$ cat src/rtl/tlp_pkg.sv
// tlp_pkg: shared TLP layout, kinds and fmt/type encodings
// used by the RX depacketizer and the TX packetizer
package tlp_pkg;

  localparam int TLP_W   = 608;
  localparam int PAY_W   = 512;
  localparam int DW0_LSB = 576;
  localparam int DW1_LSB = 544;
  localparam int DW2_LSB = 512;

  localparam int FMT_MSB  = 31;
  localparam int FMT_LSB  = 29;
  localparam int TYPE_MSB = 28;
  localparam int TYPE_LSB = 24;
  localparam int RSV_HI   = 23;
  localparam int TC_MSB   = 22;
  localparam int TC_LSB   = 20;
  localparam int RSV_MSB  = 19;
  localparam int RSV_LSB  = 10;
  localparam int LEN_MSB  = 9;
  localparam int LEN_LSB  = 0;
  localparam int ID_MSB   = 31;
  localparam int ID_LSB   = 16;

  localparam logic [2:0] FMT_3DW_NODATA = 3'b000;
  localparam logic [2:0] FMT_3DW_DATA   = 3'b010;
  localparam logic [4:0] TYPE_MEM       = 5'b00000;
  localparam logic [4:0] TYPE_CPL       = 5'b01010;

  typedef enum logic [2:0] {
    KIND_MRD  = 3'd0,
    KIND_MWR  = 3'd1,
    KIND_CPL  = 3'd2,
    KIND_CPLD = 3'd3
  } tlp_kind_t;

  typedef struct packed {
    tlp_kind_t        kind;
    logic [2:0]       tc;
    logic [9:0]       length;
    logic [15:0]      requester_id;
    logic [15:0]      completer_id;
    logic [31:0]      address;
    logic [PAY_W-1:0] data;
  } tlp_entry_t;

  function automatic logic [31:0] tlp_dw(
    input logic [TLP_W-1:0] t,
    input int               lsb
  );
    return t[lsb +: 32];
  endfunction

endpackage

$ cat src/rtl/tlp_rx_fifo2.sv
// tlp_rx_fifo2: 2-entry valid/ready queue of decoded TLPs
// ready is registered from the next state, never from push/pop
module tlp_rx_fifo2
  import tlp_pkg::*;
(
  input  logic       clk,
  input  logic       rst_n,
  input  tlp_entry_t din,
  input  logic       push,
  output logic       ready,
  output tlp_entry_t dout,
  output logic       valid,
  input  logic       out_ready
);

  typedef enum logic [1:0] {
    EMPTY = 2'd0,
    ONE   = 2'd1,
    FULL  = 2'd2
  } fifo_state_t;

  fifo_state_t state_q, state_d;
  tlp_entry_t  head_q, tail_q;
  logic        ready_q;
  logic        pop;
  logic        ld_head, ld_tail, shift;

  assign valid = (state_q != EMPTY);
  assign ready = ready_q;
  assign dout  = head_q;
  assign pop   = valid & out_ready;

  always_ff @(posedge clk or negedge rst_n) begin
    if (!rst_n) begin
      state_q <= EMPTY;
      ready_q <= 1'b0;
    end else begin
      state_q <= state_d;
      ready_q <= (state_d != FULL);
    end
  end

  always_comb begin
    state_d = state_q;
    ld_head = 1'b0;
    ld_tail = 1'b0;
    shift   = 1'b0;
    unique case (state_q)
      EMPTY: begin
        if (push) begin
          state_d = ONE;
          ld_head = 1'b1;
        end
      end
      ONE: begin
        if (push && pop) begin
          ld_head = 1'b1;
        end else if (push) begin
          state_d = FULL;
          ld_tail = 1'b1;
        end else if (pop) begin
          state_d = EMPTY;
        end
      end
      FULL: begin
        if (pop) begin
          state_d = ONE;
          shift   = 1'b1;
        end
      end
      default: state_d = EMPTY;
    endcase
  end

  always_ff @(posedge clk or negedge rst_n) begin
    if (!rst_n) begin
      head_q <= '0;
      tail_q <= '0;
    end else begin
      if (ld_head) head_q <= din;
      else if (shift) head_q <= tail_q;
      if (ld_tail) tail_q <= din;
    end
  end

endmodule

$ cat src/rtl/tlp_depacketizer.sv
// tlp_depacketizer: decodes 3DW RX TLPs into a 2-entry output queue
// DEPKT_ERR_CNT_EN adds err_cnt_o, a saturating dropped-TLP counter
module tlp_depacketizer
  import tlp_pkg::*;
#(
  parameter int MAX_LEN_DW = 16,
  parameter int ERR_CNT_W  = 16
) (
  input  logic             clk,
  input  logic             rst_n,
  input  logic [TLP_W-1:0] tlp_i,
  input  logic             tlp_valid_i,
  output logic             tlp_ready_o,
  output tlp_kind_t        kind_o,
  output logic [2:0]       tc_o,
  output logic [9:0]       length_o,
  output logic [15:0]      requester_id_o,
  output logic [15:0]      completer_id_o,
  output logic [31:0]      address_o,
  output logic [PAY_W-1:0] data_o,
  output logic             out_valid_o,
  input  logic             out_ready_i,
  output logic             err_o
`ifdef DEPKT_ERR_CNT_EN
  ,
  output logic [ERR_CNT_W-1:0] err_cnt_o
`endif
);

  localparam logic [9:0] LEN_MAX = 10'(MAX_LEN_DW);

  logic [31:0] dw0, dw1, dw2;
  logic [2:0]  fmt;
  logic [4:0]  typ;
  logic [9:0]  len;
  logic        is_mrd, is_mwr, is_cpl, is_cpld;
  logic        known, bad_len, bad_rsvd, legal;
  logic        xfer, push, drop;
  tlp_entry_t  ent, head;
  logic        unused_bits;

  assign dw0 = tlp_dw(tlp_i, DW0_LSB);
  assign dw1 = tlp_dw(tlp_i, DW1_LSB);
  assign dw2 = tlp_dw(tlp_i, DW2_LSB);
  assign fmt = dw0[FMT_MSB:FMT_LSB];
  assign typ = dw0[TYPE_MSB:TYPE_LSB];
  assign len = dw0[LEN_MSB:LEN_LSB];

  assign unused_bits = ^{dw1[ID_LSB-1:0], dw2[ID_LSB-1:0]};

  assign is_mrd  = (fmt == FMT_3DW_NODATA) && (typ == TYPE_MEM);
  assign is_mwr  = (fmt == FMT_3DW_DATA) && (typ == TYPE_MEM);
  assign is_cpl  = (fmt == FMT_3DW_NODATA) && (typ == TYPE_CPL);
  assign is_cpld = (fmt == FMT_3DW_DATA) && (typ == TYPE_CPL);

  assign known    = is_mrd | is_mwr | is_cpl | is_cpld;
  assign bad_len  = (is_mwr | is_cpld) &&
                    ((len == '0) || (len > LEN_MAX));
  assign bad_rsvd = dw0[RSV_HI] | (|dw0[RSV_MSB:RSV_LSB]);
  assign legal    = known & ~bad_len & ~bad_rsvd;

  assign xfer = tlp_valid_i & tlp_ready_o;
  assign push = xfer & legal;
  assign drop = xfer & ~legal;

  // fields a kind does not carry are forced to zero
  always_comb begin
    ent              = '0;
    ent.tc           = dw0[TC_MSB:TC_LSB];
    ent.length       = len;
    ent.requester_id = dw1[ID_MSB:ID_LSB];
    unique case (1'b1)
      is_mrd: begin
        ent.kind    = KIND_MRD;
        ent.address = {dw2[31:2], 2'b00};
      end
      is_mwr: begin
        ent.kind    = KIND_MWR;
        ent.address = {dw2[31:2], 2'b00};
        ent.data    = tlp_i[PAY_W-1:0];
      end
      is_cpl: begin
        ent.kind         = KIND_CPL;
        ent.completer_id = dw2[ID_MSB:ID_LSB];
      end
      is_cpld: begin
        ent.kind         = KIND_CPLD;
        ent.completer_id = dw2[ID_MSB:ID_LSB];
        ent.data         = tlp_i[PAY_W-1:0];
      end
      default: ent.kind = KIND_MRD;
    endcase
  end

  tlp_rx_fifo2 u_fifo (
    .clk       (clk),
    .rst_n     (rst_n),
    .din       (ent),
    .push      (push),
    .ready     (tlp_ready_o),
    .dout      (head),
    .valid     (out_valid_o),
    .out_ready (out_ready_i)
  );

  assign kind_o         = head.kind;
  assign tc_o           = head.tc;
  assign length_o       = head.length;
  assign requester_id_o = head.requester_id;
  assign completer_id_o = head.completer_id;
  assign address_o      = head.address;
  assign data_o         = head.data;

  always_ff @(posedge clk or negedge rst_n) begin
    if (!rst_n) err_o <= 1'b0;
    else err_o <= drop;
  end

`ifdef DEPKT_ERR_CNT_EN
  always_ff @(posedge clk or negedge rst_n) begin
    if (!rst_n) err_cnt_o <= '0;
    else if (drop && (err_cnt_o != '1))
      err_cnt_o <= err_cnt_o + 1'b1;
  end
`endif

endmodule

$ cat config.mk
export PLATFORM = sky130hd
export DESIGN_NAME = tlp_depacketizer
export DESIGN_NICKNAME = d
export VERILOG_FILES = /design/src/rtl/tlp_pkg.sv /design/src/rtl/tlp_rx_fifo2.sv /design/src/rtl/tlp_depacketizer.sv
export SDC_FILE = /design/constraint.sdc
export NUM_CORES = 2
export LEC_CHECK = 0
export BUFFER_PORTS_ARGS = -buffer_cell sky130_fd_sc_hd__buf_2
export CORE_AREA = 2 2 466 468
export CTS_BUF_LIST = sky130_fd_sc_hd__clkbuf_4 sky130_fd_sc_hd__clkbuf_8
export CTS_CLUSTER_DIAMETER = 120
export DETAILED_ROUTE_END_ITERATION = 8
export DIE_AREA = 0 0 468 470
export GPL_TIMING_DRIVEN = 1
export PLACE_DENSITY = 0.52
export SYNTH_ARGS = -nofsm -noshare
export SYNTH_HDL_FRONTEND = slang
export SYNTH_SLANG_ARGS = --single-unit
$ cat constraint.sdc
create_clock -name clk -period 2.5 [get_ports clk]
set_input_delay 0.125 -clock clk [delete_from_list [all_inputs] [get_ports clk]]
set_output_delay 0.125 -clock clk [all_outputs]
set_load 0.01 [all_outputs]
Word-level counts from Yosys, hierarchy flattened
Index checks and enable logic that the tools add are counted.
{"block": "word_totals", "n_memories": 0, "ram_bits": 0, "ff_bits": 1188, "wordCells": 73, "latchBits": 0, "mem_bits_ro": 0}
{"block": "op_classes", "n_eq_ne": 5, "div": 0, "shifts": 0, "muxes": 19, "n_addsub": 0, "bitwise_logic": 14, "multipliers": 0, "n_lt_le_gt_ge": 1, "n_reduce_logical": 17}
{"operator": "592-bit two-way mux", "n": 2}
{"operator": "512-bit two-way mux", "n": 1}
{"operator": "32-bit two-way mux", "n": 1}
{"operator": "16-bit two-way mux", "n": 1}
{"operator": "2-bit case mux with 3 select lines", "n": 2}
{"operator": "10-bit by 5-bit > comparator with 1-bit output (second input constant)", "n": 1}
{"operator": "10-bit logical NOT", "n": 1}
{"operator": "2-bit two-way mux", "n": 5}
{"operator": "10-bit OR reduction", "n": 1}
{"operator": "1-bit bitwise AND", "n": 6}
{"operator": "1-bit logical AND", "n": 6}
{"operator": "1-bit two-way mux", "n": 6}
{"operator": "2-bit OR reduction", "n": 3}
{"operator": "5-bit by 4-bit == test with 1-bit output (second input constant)", "n": 1}
{"operator": "5-bit logical NOT", "n": 1}
{"operator": "1-bit bitwise OR", "n": 5}
{"operator": "2-bit nonzero test", "n": 2}
{"operator": "3-bit by 2-bit == test with 1-bit output (second input constant)", "n": 1}
{"operator": "3-bit logical NOT", "n": 1}
{"operator": "1-bit inverter", "n": 3}
{"operator": "2-bit by 1-bit == test with 1-bit output (second input constant)", "n": 1}
{"operator": "2-bit == test (second input constant)", "n": 1}
{"operator": "2-bit logical NOT", "n": 1}
{"operator": "2-bit inequality test (second input constant)", "n": 1}
{"operator": "other kinds (2)", "n": 2}

Longest topological paths before layout
{"block": "depth", "ltp_word": 12, "depth_mapped": 9, "mapped_depth_nobuf": 5}

Hierarchy
A second synthesis with hierarchy kept.
{"block": "unflattened", "hier_cells": 4004, "hier_area_um2": 55587.1}
{"module": "tlp_rx_fifo2", "seq_area_each_um2": 29703.5, "area_each_um2": 51102.8, "instances": 1, "cells_per_inst": 3305}
{"module": "tlp_depacketizer", "seq_area_each_um2": 25.0, "area_each_um2": 4484.3, "instances": 1, "cells_per_inst": 699}

Worst setup path before layout
OpenSTA, ideal clock, no wires.
{"block": "synth_path", "path_type": "input port to flip-flop", "from": "in tlp_i[607]", "to": "reg u_fifo.head_q (netlist bit u_fifo.dout[560])", "path_buffers": 3, "stages": 8, "t_required_ps": 2375, "setup_time_ps": 125, "arrival_time_ps": 2066, "slack_ps": 309, "path_cell_list": "or3_1 -> or4b_4 -> nor2_1 -> and3b_1 -> buf_2 -> buf_6 -> buf_4 -> mux2_2"}
{"block": "synth_between", "elab_chain_len": 12, "word_cells_on_any_way": 21}
{"item": "start, declared", "line": "tlp_depacketizer.sv:11", "text": "input logic [TLP_W-1:0] tlp_i,"}
{"item": "3-bit by 2-bit == test with 1-bit output or 3-bit logical NOT (tied branches)"}
{"item": "1-bit logical AND, on equally long branches", "line": "tlp_depacketizer.sv:52, tlp_depacketizer.sv:51, tlp_depacketizer.sv:54"}
{"item": "1-bit bitwise OR, on equally long branches", "line": "tlp_depacketizer.sv:56, tlp_depacketizer.sv:57"}
{"item": "1-bit bitwise OR or 1-bit logical AND (tied branches)", "line": "tlp_depacketizer.sv:56, tlp_depacketizer.sv:57"}
{"item": "1-bit bitwise OR or 1-bit inverter (tied branches)", "line": "tlp_depacketizer.sv:56, tlp_depacketizer.sv:60"}
{"item": "1-bit bitwise AND * (2 in series)", "line": "tlp_depacketizer.sv:60", "text": "assign legal = known & ~bad_len & ~bad_rsvd;"}
{"item": "1-bit bitwise AND *", "line": "tlp_depacketizer.sv:63", "text": "assign push = xfer & legal;"}
{"item": "1-bit logical AND", "line": "tlp_rx_fifo2.sv:56", "text": "if (push && pop) begin"}
{"item": "1-bit two-way mux", "line": "tlp_rx_fifo2.sv:56"}
{"item": "1-bit case mux with 2 select lines *", "line": "tlp_rx_fifo2.sv:48", "text": "unique case (state_q)"}
{"item": "592-bit two-way mux or 2-bit nonzero test (tied branches)"}
{"item": "end signal, assigned", "line": "tlp_rx_fifo2.sv:80", "text": "if (ld_head) head_q <= din;"}
{"item": "end signal, assigned", "line": "tlp_rx_fifo2.sv:81", "text": "else if (shift) head_q <= tail_q;"}
{"item": "end, declared", "line": "tlp_rx_fifo2.sv:23", "text": "tlp_entry_t head_q, tail_q;"}
Mark *: on every way between the ends. The rest lies on a longest branch, timed or not.
A chain may end at the register's enable or synchronous reset.

Worst setup path in the final report
{"block": "layout_path", "from": "in tlp_i[604]", "to": "reg u_fifo.tail_q[297] in the netlist's numbering"}
{"block": "layout_between", "elab_chain_len": 11, "word_cells_on_any_way": 21}
{"item": "5-bit logical NOT or 5-bit by 4-bit == test with 1-bit output (tied branches)"}
{"item": "1-bit logical AND, on equally long branches", "line": "tlp_depacketizer.sv:51, tlp_depacketizer.sv:52, tlp_depacketizer.sv:54"}
{"item": "1-bit bitwise OR, on equally long branches", "line": "tlp_depacketizer.sv:56, tlp_depacketizer.sv:57"}
{"item": "1-bit bitwise OR or 1-bit logical AND (tied branches)", "line": "tlp_depacketizer.sv:56, tlp_depacketizer.sv:57"}
{"item": "1-bit bitwise OR or 1-bit inverter (tied branches)", "line": "tlp_depacketizer.sv:56, tlp_depacketizer.sv:60"}
{"item": "1-bit bitwise AND (2 in series)", "line": "tlp_depacketizer.sv:60"}
{"item": "1-bit bitwise AND", "line": "tlp_depacketizer.sv:63"}
{"item": "1-bit two-way mux or 1-bit logical AND (tied branches)", "line": "tlp_rx_fifo2.sv:58, tlp_rx_fifo2.sv:56"}
{"item": "1-bit two-way mux", "line": "tlp_rx_fifo2.sv:56"}
{"item": "1-bit two-way mux", "line": "tlp_rx_fifo2.sv:48"}
{"item": "end signal, assigned", "line": "tlp_rx_fifo2.sv:82", "text": "if (ld_tail) tail_q <= din;"}
{"item": "end, declared", "line": "tlp_rx_fifo2.sv:23"}
Several ways; a longest one is shown, not always the timed one.

==> impl_metrics.ini <==
[outcome]
outcome = finished, violations left
failed_checks = negative setup slack

[sta]
fin_ws_ns = -0.0576
fmax_ghz = 0.391
min_period_ns = 2.56
fin_crit_sh_pct = 102
rsz0062_at_grt = yes
hold_viol_final = 0
finalMaxSlewViolations = 0
clock_skew_ns = 0.0611
max-slew-margin-rel_pct = 51.9
setup_viol = 37
hold_slack_ns = 0.0891
tightest_slew_ns = 0.720

[synth]
synthXorXnorAreaFrac_pct = 0.0325
synth_flop_cell = dfrtp_1
synth_area_um2 = 53900
avgSynthCellArea_um2 = 13.0
async_reset_ff_share_pct = 100
syn_inst = 4127
yosys.cell_count.top_type = dfrtp_1
ys_ff_latch = 1182
yosys.area_share.simple_pct = 8.58
yosysUniqueCellTypes = 36
synth_top_family_by_area = multiplexers
synth_area_leader_cell = dfrtp_1
yosysWarningCount = 0
synth_mux_area_share_pct = 25.7
synth-adder-area-share_pct = 0
synth-compound-area-share_pct = 5.14
synthTopCellsByArea = dfrtp_1 (55%), mux2i_1 (16%), mux2_4 (8.4%), and2_1 (6.3%), a221o_1 (5.0%)
synth-edff-count = 0
yosysSeqAreaShare_pct = 54.9
yosysTopAreaCellShare_pct = 54.9
netlist_top_cells_count = dfrtp_1 (1,182), mux2i_1 (864), and2_1 (541), mux2_4 (300)

[layout]
n_fill_cell = 21000
layoutNonFillerInstCount = 9517
nets = 7072
drive_above_1_share_pct = 32.2
areaGrowthSynthToFinish_pct = 46.5
utilization_pct = 36.6

[global_route]
grt_max_degree = 121
antenna_found_initial = 50
grtUsageTotal_pct = 17.5
grt_overflow = 0
grt_pass1_wl_um = 294000
first_global_vias = 45100

[clocking]
clock_latency_ns = 0.96
htreeDepth = 4
cts_buffer_depth = 3
cts_tree = done
cts_sinks = 1182
clkTransAtPathRegs_ns = 0.06
numCtsBuffers = 211
cts_root_buffer = clkbuf_8

[detailed_routing]
viasPerCell = 4.39
ant_nets = 0
drc = 0
totalWireLength_um = 198000
dr.pass1.iters = 5
avgRoutedWirePerCell_um = 20.8
dr.first_iter.drc_count = 1919
vias = 41700

[die]
die_area_um2 = 220000
coreArea_um2 = 216000
die_h_um = 470
io_pins = 1207
fp.dieW_um = 468
num_rows = 171
initial_core_util_pct = 25.0

[min_path]
hp-start = tlp_i[575]
min_path_type = in2reg
hold_path_end = u_fifo.dout[575]
hold_depth = 3

[critical_path]
path_buf_inv = 5
path_delay_family = buffers and inverters
path_cells = dlygate4sd3_1 > buf_2 > or4b_4 > dlygate4sd3_1 > nor2_1 > nand4_1 > buf_4 > buf_12 > mux2_4
cp_data_arrival_time_ns = 3.33
rrSetupSlack_ns = 0.26
r2r_start = u_fifo.state_q[1]
crit_path_top_delay_cell = dlygate4sd3_1
crit_cells = 9
end_kind = flop
ff2ff_path_depth = 6
crit_type = in2reg
path_common_cell = dlygate4sd3_1
reg2reg_to = u_fifo.dout[473]
worstPathRequired_ns = 3.27
path_max_fanout = 34
cp_slowest_stage_delay_ns = 0.60
cp-start-kind = input port

[power]
finalPower_mw = 42.4
power_density_nw_per_um2 = 538
ir_drop_uv = 484
p_leak_nw = 43.5

[flow_run]
maxCapViolCount = 0

[placed_design]
detailed_place_hpwl_um = 140000
routabilityCongestion = 0.837
port_buffers = 1185
placed_cells = 8070
dpl_worst_slack_ns = -0.322
-- kinds of logic after synthesis --
family                    count (synthesis)
AOI/OAI and AO/OA                       278
xor gates and xnor gates                  2
buffers and inverters                   583
DFF                                    1182
muxes                                  1225
other                                     1
and+or+nand+nor                         856
-- worst max path at each step --
| stage | from | end | slack [ns] |
|---|---|---|---|
| 3_5_place_dp | tlp_i[586] | u_fifo.tail_q[310] | -0.32 |
| 6_report | tlp_i[604] | u_fifo.tail_q[297] | -0.06 |
| 4_1_cts | tlp_i[584] | u_fifo.dout[256] | 0.06 |
| 3_3_place_gp | tlp_i[586] | u_fifo.tail_q[278] | -0.39 |
| 5_1_grt | tlp_i[584] | u_fifo.dout[344] | 0.002 |
| 2_1_floorplan | tlp_i[607] | u_fifo.dout[560] | 0.31 |
-- layout make-up --
cell class,count,area [um2],area share (%)
Timing Repair Buffer,2410,18600,23.6
Clock buffer,336,4160,5.28
Clock inverter,44,459,0.582
Tap cell,2854,3570,4.53
Antenna cell,36,90.1,0.114
Sequential cell,1182,29600,37.5
Multi-Input combinational cell,2364,21300,27.0
Inverter,291,1090,1.38
-- routing by layer --
| layer | up-vias | global-route usage [%] | wire (um) |
|---|---|---|---|
| met5 | - | 0 | 262 |
| met2 | 1379 | 27.3 | 88900 |
| met1 | 21000 | 21.6 | 83100 |
| met3 | 419 | 5.75 | 15300 |
| li1 | 18900 | - | - |
| met4 | 40 | 8.45 | 10000 |
-- state kept, by name (all words and copies together), names as in the netlist --
name / count
err_o: 1
u_fifo.dout: 589
u_fifo.ready: 1
u_fifo.state_q: 2
u_fifo.tail_q: 589
-- what timing repair did --
action / in CTS / in global routing
gates resized for setup: 0 / 6
hold buffers: 1029 / 0
endpoints found under the hold margin: 2362 / 0
setup buffers: 0 / 1
setup endpoints to repair: 0 / 105
-- where the power goes --
part / switching (mW) / internal [mW] / total (mW)
Combinational: 1.44 / 1.79 / 3.23
Clock: 8.88 / 10.8 / 19.7
Sequential: 0.152 / 19.4 / 19.5
Total: 10.5 / 32.0 / 42.4
-- worst reg2reg max path, cell delays in order, from the launching register on --
cell and delay [ns]:
dfrtp_1 0.48, or3_1 0.17, nor3_1 0.04, buf_4 0.14
a21oi_4 0.58, buf_4 0.51, a221o_1 0.27
-- cell usage in the layout, fill, tap and decap left out, types with 3 or more instances in the layout --
cell type,synthesis,final
clkbuf_8,0,262
buf_16,0,4
inv_1,291,291
dlygate4sd3_1,0,1028
nand2_1,291,291
clkinv_2,0,27
and2_1,541,541
buf_4,14,128
a221o_1,271,271
clkinv_16,0,3
nor3_1,4,4
inv_16,0,6
buf_12,2,64
buf_2,77,1184
clkbuf_4,0,74
mux2_2,61,61
conb_1,1,3
diode_2,0,36
mux2i_1,864,863
mux2_4,300,300
dfrtp_1,1182,1182
nor4_1,3,3
-- per-stage QoR --
stage	instance area [um2]	setup TNS, ns
after floorplan	53900	0
after global placement	63800	-296.00
after detailed placement	63800	-211.77
after CTS	78700	0
after global routing	78900	0
final	78900	-0.606
Note: power is estimated with default switching activity, not from simulation.
